===== config.mk =====
export PLATFORM = sky130hd
export DESIGN_NAME = ssram_rr_arbiter
export DESIGN_NICKNAME = d
export VERILOG_FILES = /design/src/rtl/ssram_rr_arbiter.sv
export SDC_FILE = /design/constraint.sdc
export NUM_CORES = 1
export LEC_CHECK = 0
export BUFFER_PORTS_ARGS = -buffer_cell sky130_fd_sc_hd__buf_2
export CORE_ASPECT_RATIO = 0.6
export CORE_MARGIN = 8
export CORE_UTILIZATION = 31
export CTS_CLUSTER_SIZE = 8
export DETAILED_ROUTE_END_ITERATION = 10
export HOLD_SLACK_MARGIN = 0.08
export PLACE_DENSITY_LB_ADDON = 0.05
export SYNTH_ARGS = -nofsm -noshare
export SYNTH_HDL_FRONTEND = slang
export SYNTH_SLANG_ARGS = --single-unit

===== constraint.sdc =====
create_clock -name clk_i -period 2.06 [get_ports clk_i]
set_clock_uncertainty 0.15 [all_clocks]
set_input_delay 0.206 -clock clk_i [delete_from_list [all_inputs] [get_ports clk_i]]
set_output_delay 0.206 -clock clk_i [all_outputs]
set_load 0.02 [all_outputs]

===== src/rtl/ssram_rr_arbiter.sv =====
// ssram_rr_arbiter
//   Round-robin arbiter that shares one SSRAM controller between the CPU (0),
//   the VGA master (1) and a future DMA master (2). It supports locked bursts
//   with a hold limit, urgent requests that outrank normal ones, and an ack
//   timeout that frees a hung bus.
//
//   Ports:
//     clk_i      system clock
//     rst_n      synchronous reset, active low
//     req_i      per-master request (cyc&stb), held until acked
//     lock_i     owner keeps the bus after the current ack
//     urgent_i   request outranks all non-urgent requests
//     ack_i      ack from the SSRAM controller
//     gnt_o      one-hot registered grant
//     gnt_idx_o  binary index of the owner, valid while cyc_o = 1
//     cyc_o      shared cycle toward the controller
//     stb_o      shared strobe = cyc_o & owner request
//     ack_o      ack_i routed to the owner only
//     err_o      one-cycle pulse to the owner on timeout
module ssram_rr_arbiter #(
  parameter int NMASTERS = 3,
  parameter int IDXW     = 2,
  parameter int MAXHOLD  = 16,
  parameter int TIMEOUT  = 255
) (
  input  logic                clk_i,
  input  logic                rst_n,
  input  logic [NMASTERS-1:0] req_i,
  input  logic [NMASTERS-1:0] lock_i,
  input  logic [NMASTERS-1:0] urgent_i,
  input  logic                ack_i,
  output logic [NMASTERS-1:0] gnt_o,
  output logic [IDXW-1:0]     gnt_idx_o,
  output logic                cyc_o,
  output logic                stb_o,
  output logic [NMASTERS-1:0] ack_o,
  output logic [NMASTERS-1:0] err_o
);

  localparam int HW = $clog2(MAXHOLD + 1);
  localparam int TW = $clog2(TIMEOUT + 1);
  localparam logic [NMASTERS-1:0] ONE       = {{(NMASTERS-1){1'b0}}, 1'b1};
  localparam logic [HW-1:0]       HOLD_LAST = HW'(MAXHOLD - 1);
  localparam logic [TW-1:0]       TMO_LAST  = TW'(TIMEOUT - 1);
  localparam logic [IDXW-1:0]     IDX_LAST  = IDXW'(NMASTERS - 1);

  typedef enum logic [1:0] {
    S_IDLE  = 2'd0,
    S_GRANT = 2'd1,
    S_ERR   = 2'd2
  } state_t;

  state_t              state_r;
  logic [IDXW-1:0]     ptr_r;
  logic [HW-1:0]       hold_cnt_r;
  logic [TW-1:0]       tmo_cnt_r;

  logic [NMASTERS-1:0] urgent_req_s;
  logic [NMASTERS-1:0] cand_s;
  logic                found_s;
  logic [IDXW-1:0]     winner_s;
  int                  idx_s;
  logic [NMASTERS-1:0] gnt_next_s;
  logic [IDXW-1:0]     ptr_next_s;
  logic                owner_req_s;
  logic                owner_lock_s;
  logic                others_wait_s;
  logic                urgent_wait_s;
  logic                cut_lock_s;

  // gnt_o is one-hot, so masking with it selects the owner's bits
  assign owner_req_s   = |(req_i & gnt_o);
  assign owner_lock_s  = |(lock_i & gnt_o);
  assign others_wait_s = |(req_i & ~gnt_o);
  assign urgent_wait_s = |(urgent_i & req_i & ~gnt_o);
  // A waiting urgent requester cuts the lock at the next ack, as does the hold limit
  assign cut_lock_s    = ((hold_cnt_r == HOLD_LAST) && others_wait_s) || urgent_wait_s;

  assign urgent_req_s  = urgent_i & req_i;
  assign cand_s        = (|urgent_req_s) ? urgent_req_s : req_i;

  assign stb_o = cyc_o & owner_req_s;
  // cyc_o is high only in GRANT, so non-owners and other states never see an ack
  assign ack_o = gnt_o & {NMASTERS{ack_i & cyc_o}};

  // Round-robin scan of the candidate set starting at the pointer
  always_comb begin
    found_s  = 1'b0;
    winner_s = {IDXW{1'b0}};
    idx_s    = 0;
    for (int i = 0; i < NMASTERS; i++) begin
      idx_s = int'(ptr_r) + i;
      idx_s = (idx_s >= NMASTERS) ? (idx_s - NMASTERS) : idx_s;
      if (!found_s && (|(cand_s & (ONE << idx_s)))) begin
        found_s  = 1'b1;
        winner_s = IDXW'(idx_s);
      end else begin
        found_s  = found_s;
      end
    end
  end

  assign gnt_next_s = ONE << winner_s;
  assign ptr_next_s = (winner_s == IDX_LAST) ? {IDXW{1'b0}} : (winner_s + IDXW'(1'b1));

  // Arbiter state machine with registered grant/cycle/error outputs
  always_ff @(posedge clk_i) begin
    if (!rst_n) begin
      state_r    <= S_IDLE;
      ptr_r      <= {IDXW{1'b0}};
      hold_cnt_r <= {HW{1'b0}};
      tmo_cnt_r  <= {TW{1'b0}};
      gnt_o      <= {NMASTERS{1'b0}};
      gnt_idx_o  <= {IDXW{1'b0}};
      cyc_o      <= 1'b0;
      err_o      <= {NMASTERS{1'b0}};
    end else begin
      case (state_r)
        S_IDLE: begin
          err_o <= {NMASTERS{1'b0}};
          if (found_s) begin
            state_r   <= S_GRANT;
            gnt_o     <= gnt_next_s;
            gnt_idx_o <= winner_s;
            cyc_o     <= 1'b1;
            ptr_r     <= ptr_next_s;
          end else begin
            state_r   <= S_IDLE;
          end
        end
        S_GRANT: begin
          if (ack_i) begin
            tmo_cnt_r <= {TW{1'b0}};
            if (owner_lock_s && owner_req_s && !cut_lock_s) begin
              // Lock continues; the hold count saturates when nobody waits
              if (hold_cnt_r != HOLD_LAST) begin
                hold_cnt_r <= hold_cnt_r + HW'(1'b1);
              end else begin
                hold_cnt_r <= hold_cnt_r;
              end
            end else begin
              state_r    <= S_IDLE;
              gnt_o      <= {NMASTERS{1'b0}};
              gnt_idx_o  <= {IDXW{1'b0}};
              cyc_o      <= 1'b0;
              hold_cnt_r <= {HW{1'b0}};
            end
          end else if (!owner_req_s) begin
            // Owner withdrew its request: abort without an ack
            state_r    <= S_IDLE;
            gnt_o      <= {NMASTERS{1'b0}};
            gnt_idx_o  <= {IDXW{1'b0}};
            cyc_o      <= 1'b0;
            hold_cnt_r <= {HW{1'b0}};
            tmo_cnt_r  <= {TW{1'b0}};
          end else if (tmo_cnt_r == TMO_LAST) begin
            state_r    <= S_ERR;
            err_o      <= gnt_o;
            gnt_o      <= {NMASTERS{1'b0}};
            gnt_idx_o  <= {IDXW{1'b0}};
            cyc_o      <= 1'b0;
            hold_cnt_r <= {HW{1'b0}};
            tmo_cnt_r  <= {TW{1'b0}};
          end else begin
            tmo_cnt_r  <= tmo_cnt_r + TW'(1'b1);
          end
        end
        S_ERR: begin
          // ptr_r already points past the failed owner since its grant
          err_o   <= {NMASTERS{1'b0}};
          state_r <= S_IDLE;
        end
        default: begin
          state_r    <= S_IDLE;
          gnt_o      <= {NMASTERS{1'b0}};
          gnt_idx_o  <= {IDXW{1'b0}};
          cyc_o      <= 1'b0;
          err_o      <= {NMASTERS{1'b0}};
          hold_cnt_r <= {HW{1'b0}};
          tmo_cnt_r  <= {TW{1'b0}};
        end
      endcase
    end
  end

endmodule

After elaboration in Yosys (flattened, before gate mapping)

Index checks and enable logic that the tools add are counted.

Bits in registers: 26
Output and inout bits: 13
Word-level logic and storage cells: 117

$add $sub $neg: 8
$lt $le $gt $ge: 3
Equality and inequality tests: 10
Shift operators: 4
Multiplexer cells: 44
Bitwise operators: 15
Reductions and logical operators: 25

Operators with widths:

| kind                   | count |
|---|---|
| $mux W32               | 3 |
| $shl A1 B32 Y3 const A | 3 |
| $and A3 B3 Y3          | 9 |
| $mux W5                | 5 |
| $mux W2                | 12 |
| $mux W8                | 3 |
| $reduce_or A3 Y1       | 8 |
| $mux W3                | 6 |
| $pmux W8 S2            | 1 |
| $pmux W5 S2            | 1 |
| $mux W1                | 9 |
| $pmux W3 S3            | 1 |
| $add A8 B1 Y8 const B  | 1 |
| $eq A8 B8 Y1 const B   | 1 |
| $ne A4 B4 Y1 const B   | 2 |
| $sub A3 B2 Y4 const B  | 2 |
| $ge A3 B2 Y1 const B   | 2 |
| $pmux W2 S3            | 1 |
| $reduce_and A2 Y1      | 3 |
| $reduce_and A3 Y1      | 2 |
| $add A5 B1 Y5 const B  | 1 |
| $eq A5 B4 Y1 const B   | 1 |
| $logic_and A1 B1 Y1    | 5 |
| $ne A5 B4 Y1 const B   | 1 |
| other kinds (20)       | 26 |

Longest topological paths before layout

Word-level depth: 15
Depth in mapped cells: 9
Gate-level depth less buffers: 8

Worst setup path after synthesis

Ideal clock, no wire load.

Path type: reg2reg
From: register hold_cnt_r[0]
To: register gnt_o[0]
Library setup time: 137 ps
Data arrival time: 1946 ps
Required time: 1773 ps
Setup slack: -173 ps
Cell stages (with the launch flop): 10
Path through: dfxtp_1 -> ha_1 -> and3_1 -> ha_1 -> nor2_1 -> o32a_1 -> and3_1 -> clkbuf_1 -> o31ai_2 -> o32ai_1

Longest elaborated chain between the ends: 7

Ends and longest elaborated chain:

| item                               | RTL line | source |
|---|---|---|
| start, declared                    | 55       | `logic [HW-1:0] hold_cnt_r;` |
| start signal, assigned             | 111      | `hold_cnt_r <= {HW{1'b0}};` |
| start signal, assigned             | 137      | `hold_cnt_r <= hold_cnt_r + HW'(1'b1);` |
| start signal, assigned             | 139      | `hold_cnt_r <= hold_cnt_r;` |
| $eq A5 B4 Y1                       | 77       | `assign cut_lock_s = ((hold_cnt_r == HOLD_LAST) && others_wait_s) \|\| urgent_wait_s;` |
| $logic_and A1 B1 Y1                | 77       |  |
| $logic_or A1 B1 Y1                 | 77       |  |
| $logic_not A1 Y1                   | 134      | `if (owner_lock_s && owner_req_s && !cut_lock_s) begin` |
| $logic_and A1 B1 Y1                | 134      |  |
| $ne A3 B3 Y1 (no source line)      | n/a      |  |
| $reduce_and A4 Y1 (no source line) | n/a      |  |
| end signal, assigned               | 143      | `gnt_o <= {NMASTERS{1'b0}};` |
| end signal, assigned               | 151      | `gnt_o <= {NMASTERS{1'b0}};` |
| end signal, assigned               | 159      | `gnt_o <= {NMASTERS{1'b0}};` |
| end, declared                      | 32       | `output logic [NMASTERS-1:0] gnt_o,` |

No other way between the ends.
A chain may end at the register's enable or synchronous reset.

Worst setup path after layout

From: register hold_cnt_r[0]
To: register gnt_o[2]

The elaborated chain is that of the path after synthesis.

==> flow_metrics.py <==
metrics = {
    "run_status": {
        "outcome": "finished, violations left",
        "violations": "setup timing",
    },
    "yosys": {
        "synth_xor_xnor_area_share": 0.0317,
        "synth_mux_area_frac": 0.0242,
        "synth_top_area_frac": 0.314,
        "synth_fp_nets": 214,
        "yosysSeqAreaShare": 0.314,
        "synth_enable_flop_cells": 0,
        "postSynth.asyncResetShare": 0,
        "syn_area_per_cell_sq_um": 8.55,
        "syn_inst": 194,
        "syn_area_sq_um": 1660,
        "synth_compound_area_frac": 0.263,
        "post-synth-top-area-cell": "dfxtp_1",
        "synth_flop_cell": "dfxtp_1",
        "synthDistinctLibCells": 50,
        "yosys_warnings": 0,
        "synthTopCellsByArea": "dfxtp_1 (31%), ha_1 (6.0%), nor2_1 (4.1%)",
        "ys_ff_latch": 26,
        "synthAdderAreaFrac": 0.0604,
        "synth_top_family_by_area": "compound AO/OA/AOI/OAI gates",
        "yosys.area_share.simple": 0.229,
    },
    "power": {
        "vdd_drop_max_v": 0.000439,
        "pwr_density_cell_nw_per_um2": 983,
        "power.static_leakage_uw": 0.000992,
    },
    "route": {
        "drc": 0,
        "drtAntennaViolNets": 0,
        "dr.pass1.iters": 4,
        "drt_iter0_drc": 141,
        "wl_per_cell_microns": 16.7,
        "num_vias": 1768,
        "drt_wl_total_microns": 5420,
        "via_per_inst": 5.44,
    },
    "worst_hold_path": {
        "hold_path_end": "state_r[0]$_SDFFE_PN0P_",
        "hp-class": "input port to flip-flop",
        "min_from": "rst_n",
        "holdPathStages": 2,
    },
    "global_routing": {
        "globalRouteOverflowTotal": 0,
        "use_met3": 0.0386,
        "track_usage": 0.132,
        "grt_pass1_vias": 1763,
        "grt_max_degree": 16,
        "grt_most_used_layer": "met1",
        "met1_usage": 0.197,
        "antenna_found_initial": 0,
        "met2_usage": 0.182,
        "grt_pass1_wl_microns": 8890,
    },
    "die": {
        "die_area_sq_um": 8020,
        "die_h_microns": 72.6,
        "core_sq_um": 5100,
        "io_pins": 25,
        "initial_core_util": 0.325,
        "rows": 20,
        "chipWidth_microns": 110,
    },
    "critical_path": {
        "max_stage_delay_ns": 0.36,
        "worstPathCellList": "ha_4 > and3_4 > ha_4 > nor2_2 > o311a_1 > and3_4 > o31ai_4 > o32ai_1",
        "r2r_cells": 8,
        "cp_num_buf_inv": 0,
        "r2r_start": "hold_cnt_r[0]$_SDFFE_PN0P_",
        "crit_path_end_kind": "flip-flop",
        "path_delay_family": "compound AO/OA/AOI/OAI gates",
        "crit_arrival_ns": 2.16,
        "cp-start-kind": "flip-flop",
        "r2r_end": "gnt_o[2]$_SDFFE_PN0P_",
        "cp_max_fo": 6,
        "r2r_setup_slack_ns": -0.10,
        "cp.required_ns": 2.06,
        "worstSetupPathType": "flip-flop to flip-flop",
        "slowest_stage": "dfxtp_2",
    },
    "layout": {
        "final_util": 0.481,
        "design_area_sq_um": 2460,
        "final_common_cell": "buf_4",
        "num_antenna_cells": 0,
        "area_delta_synth_final_pct": 48.2,
        "drive_gt1_frac": 0.456,
        "final_cell_mix": "buf_4 (43), buf_2 (24), dfxtp_1 (21)",
        "final_nets": 280,
    },
    "clocking": {
        "cts_inserted_buffers": 3,
        "cts_buffer_depth": 2,
        "clk_pin_slew_ns": 0.10,
        "htree_levels": 1,
        "worstSkewPairLatency_ns": 0.28,
        "cts_tree": "done",
        "ctsHoldBuffers": 0,
        "cts_root_buf": "clkbuf_8",
        "cts.sinks": 26,
    },
    "sta": {
        "finalHoldViolCount": 0,
        "setup_ws_ns": -0.104,
        "relSlewSlack": 0.651,
        "post-route-min-period_ns": 2.16,
        "tightest_slew_ns": 0.519,
        "rsz0062_at_grt": "yes",
        "finalMaxSlewViolations": 0,
        "setup_violations": 11,
        "hold_slack_ns": 0.129,
        "finalSetupTns_ns": -0.586,
        "fin_crit_sh": 1.05,
        "fmax_mhz": 462,
    },
    "placement": {
        "gp_congestion": 0.914,
        "placed_cell_area_sq_um": 2200,
        "port_buffers": 24,
        "pre_cts_ws_ns": -0.151,
        "hpwl_microns": 4090,
    },
    "run": {
        "drv_cap": 0,
    },
}
==> synth_stat cells (2+ instances only) <==
| master | instances |
|---|---|
| o32ai_1 | 5 |
| xor2_1 | 3 |
| nand4_1 | 5 |
| nor2b_1 | 4 |
| nor4_1 | 3 |
| a222oi_1 | 2 |
| or2_2 | 2 |
| o21ai_0 | 5 |
| o2111ai_1 | 3 |
| and4_1 | 2 |
| mux2i_1 | 4 |
| nand3_1 | 2 |
| or4_1 | 2 |
| o21a_1 | 7 |
| nor2_1 | 18 |
| and3_1 | 8 |
| a2111oi_0 | 2 |
| nand3b_1 | 3 |
| o211a_1 | 3 |
| clkbuf_1 | 4 |
| buf_6 | 4 |
| nor3b_1 | 2 |
| nand2b_1 | 2 |
| inv_1 | 15 |
| o31ai_1 | 4 |
| a21oi_1 | 9 |
| nand2_1 | 11 |
| xnor2_1 | 3 |
| ha_1 | 8 |
| dfxtp_1 | 26 |
| nor3_1 | 4 |
==> power by group <==
part           switching, uW  internal (uW)
Combinational            730            610
Sequential              61.0            588
Clock                    165            260
Total                    956           1460
==> repair_timing <==
item                                    in CTS  in global routing
resized for setup                           11                 22
gates cloned                                 0                  0
pin swaps                                   12                 15
endpoints found under the setup margin      23                 23
setup buffers                                3                  4
==> through the flow <==
stage,std cells,power (uW)
2_1_floorplan,194,1360
3_3_place_gp,315,1800
3_5_place_dp,315,1810
4_1_cts,321,2300
5_1_grt,325,2570
6_report,325,2420
==> worst reg2reg max path: cells and delay by family, from the launching register on <==
family | cells | cell delay, ns
adders and majority gates | 2 | 0.27
DFF | 1 | 0.36
AOI/OAI and AO/OA | 3 | 0.81
and+or+nand+nor | 3 | 0.45
==> how the worst max path moves through the flow <==
stage                                from                       to  slack (ns)  depth (start not counted)
2_1_floorplan  hold_cnt_r[0]$_SDFFE_PN0P_  state_r[0]$_SDFFE_PN0P_       -0.04                          9
6_report       hold_cnt_r[0]$_SDFFE_PN0P_    gnt_o[2]$_SDFFE_PN0P_       -0.10                          8
4_1_cts        hold_cnt_r[0]$_SDFFE_PN0P_    gnt_o[0]$_SDFFE_PN0P_       -0.08                          8
5_1_grt        hold_cnt_r[0]$_SDFFE_PN0P_    gnt_o[2]$_SDFFE_PN0P_       -0.17                          8
3_5_place_dp                     req_i[0]    gnt_o[0]$_SDFFE_PN0P_       -0.15                          6
3_3_place_gp                     req_i[0]    gnt_o[0]$_SDFFE_PN0P_       -0.16                          6
==> metal layers <==
metal  vias up  share of wire
li1        855              -
met1       834           0.54
met3         8          0.078
met4         0          0.011
met2        71           0.37
met5         -              0
==> layout make-up <==
cell class | instances | area, sq um
repair buffers | 71 | 488
multi-input cells | 143 | 1230
clock buffers | 3 | 41.3
fillers | 495 | 2650
inverters | 15 | 56.3
flip-flops and latches | 26 | 527
well taps | 66 | 82.6
clock inverters | 1 | 30.0
==> state kept, by name, indices dropped and copies added (netlist names) <==
signal	count
tmo_cnt_r	8
hold_cnt_r	5
err_o	3
gnt_o	3
gnt_idx_o	2
ptr_r	2
state_r	2
cyc_o	1
==> logic make-up (layout without fill, tap and decap cells) <==
kind of cell | count (synthesis) | count (layout)
muxes | 4 | 4
DFF | 26 | 26
buffers and inverters | 25 | 90
adders and majority gates | 8 | 8
xor gates and xnor gates | 6 | 6
and+or+nand+nor | 70 | 70
AOI/OAI and AO/OA | 55 | 55
Note: power is estimated with default switching activity, not from simulation.
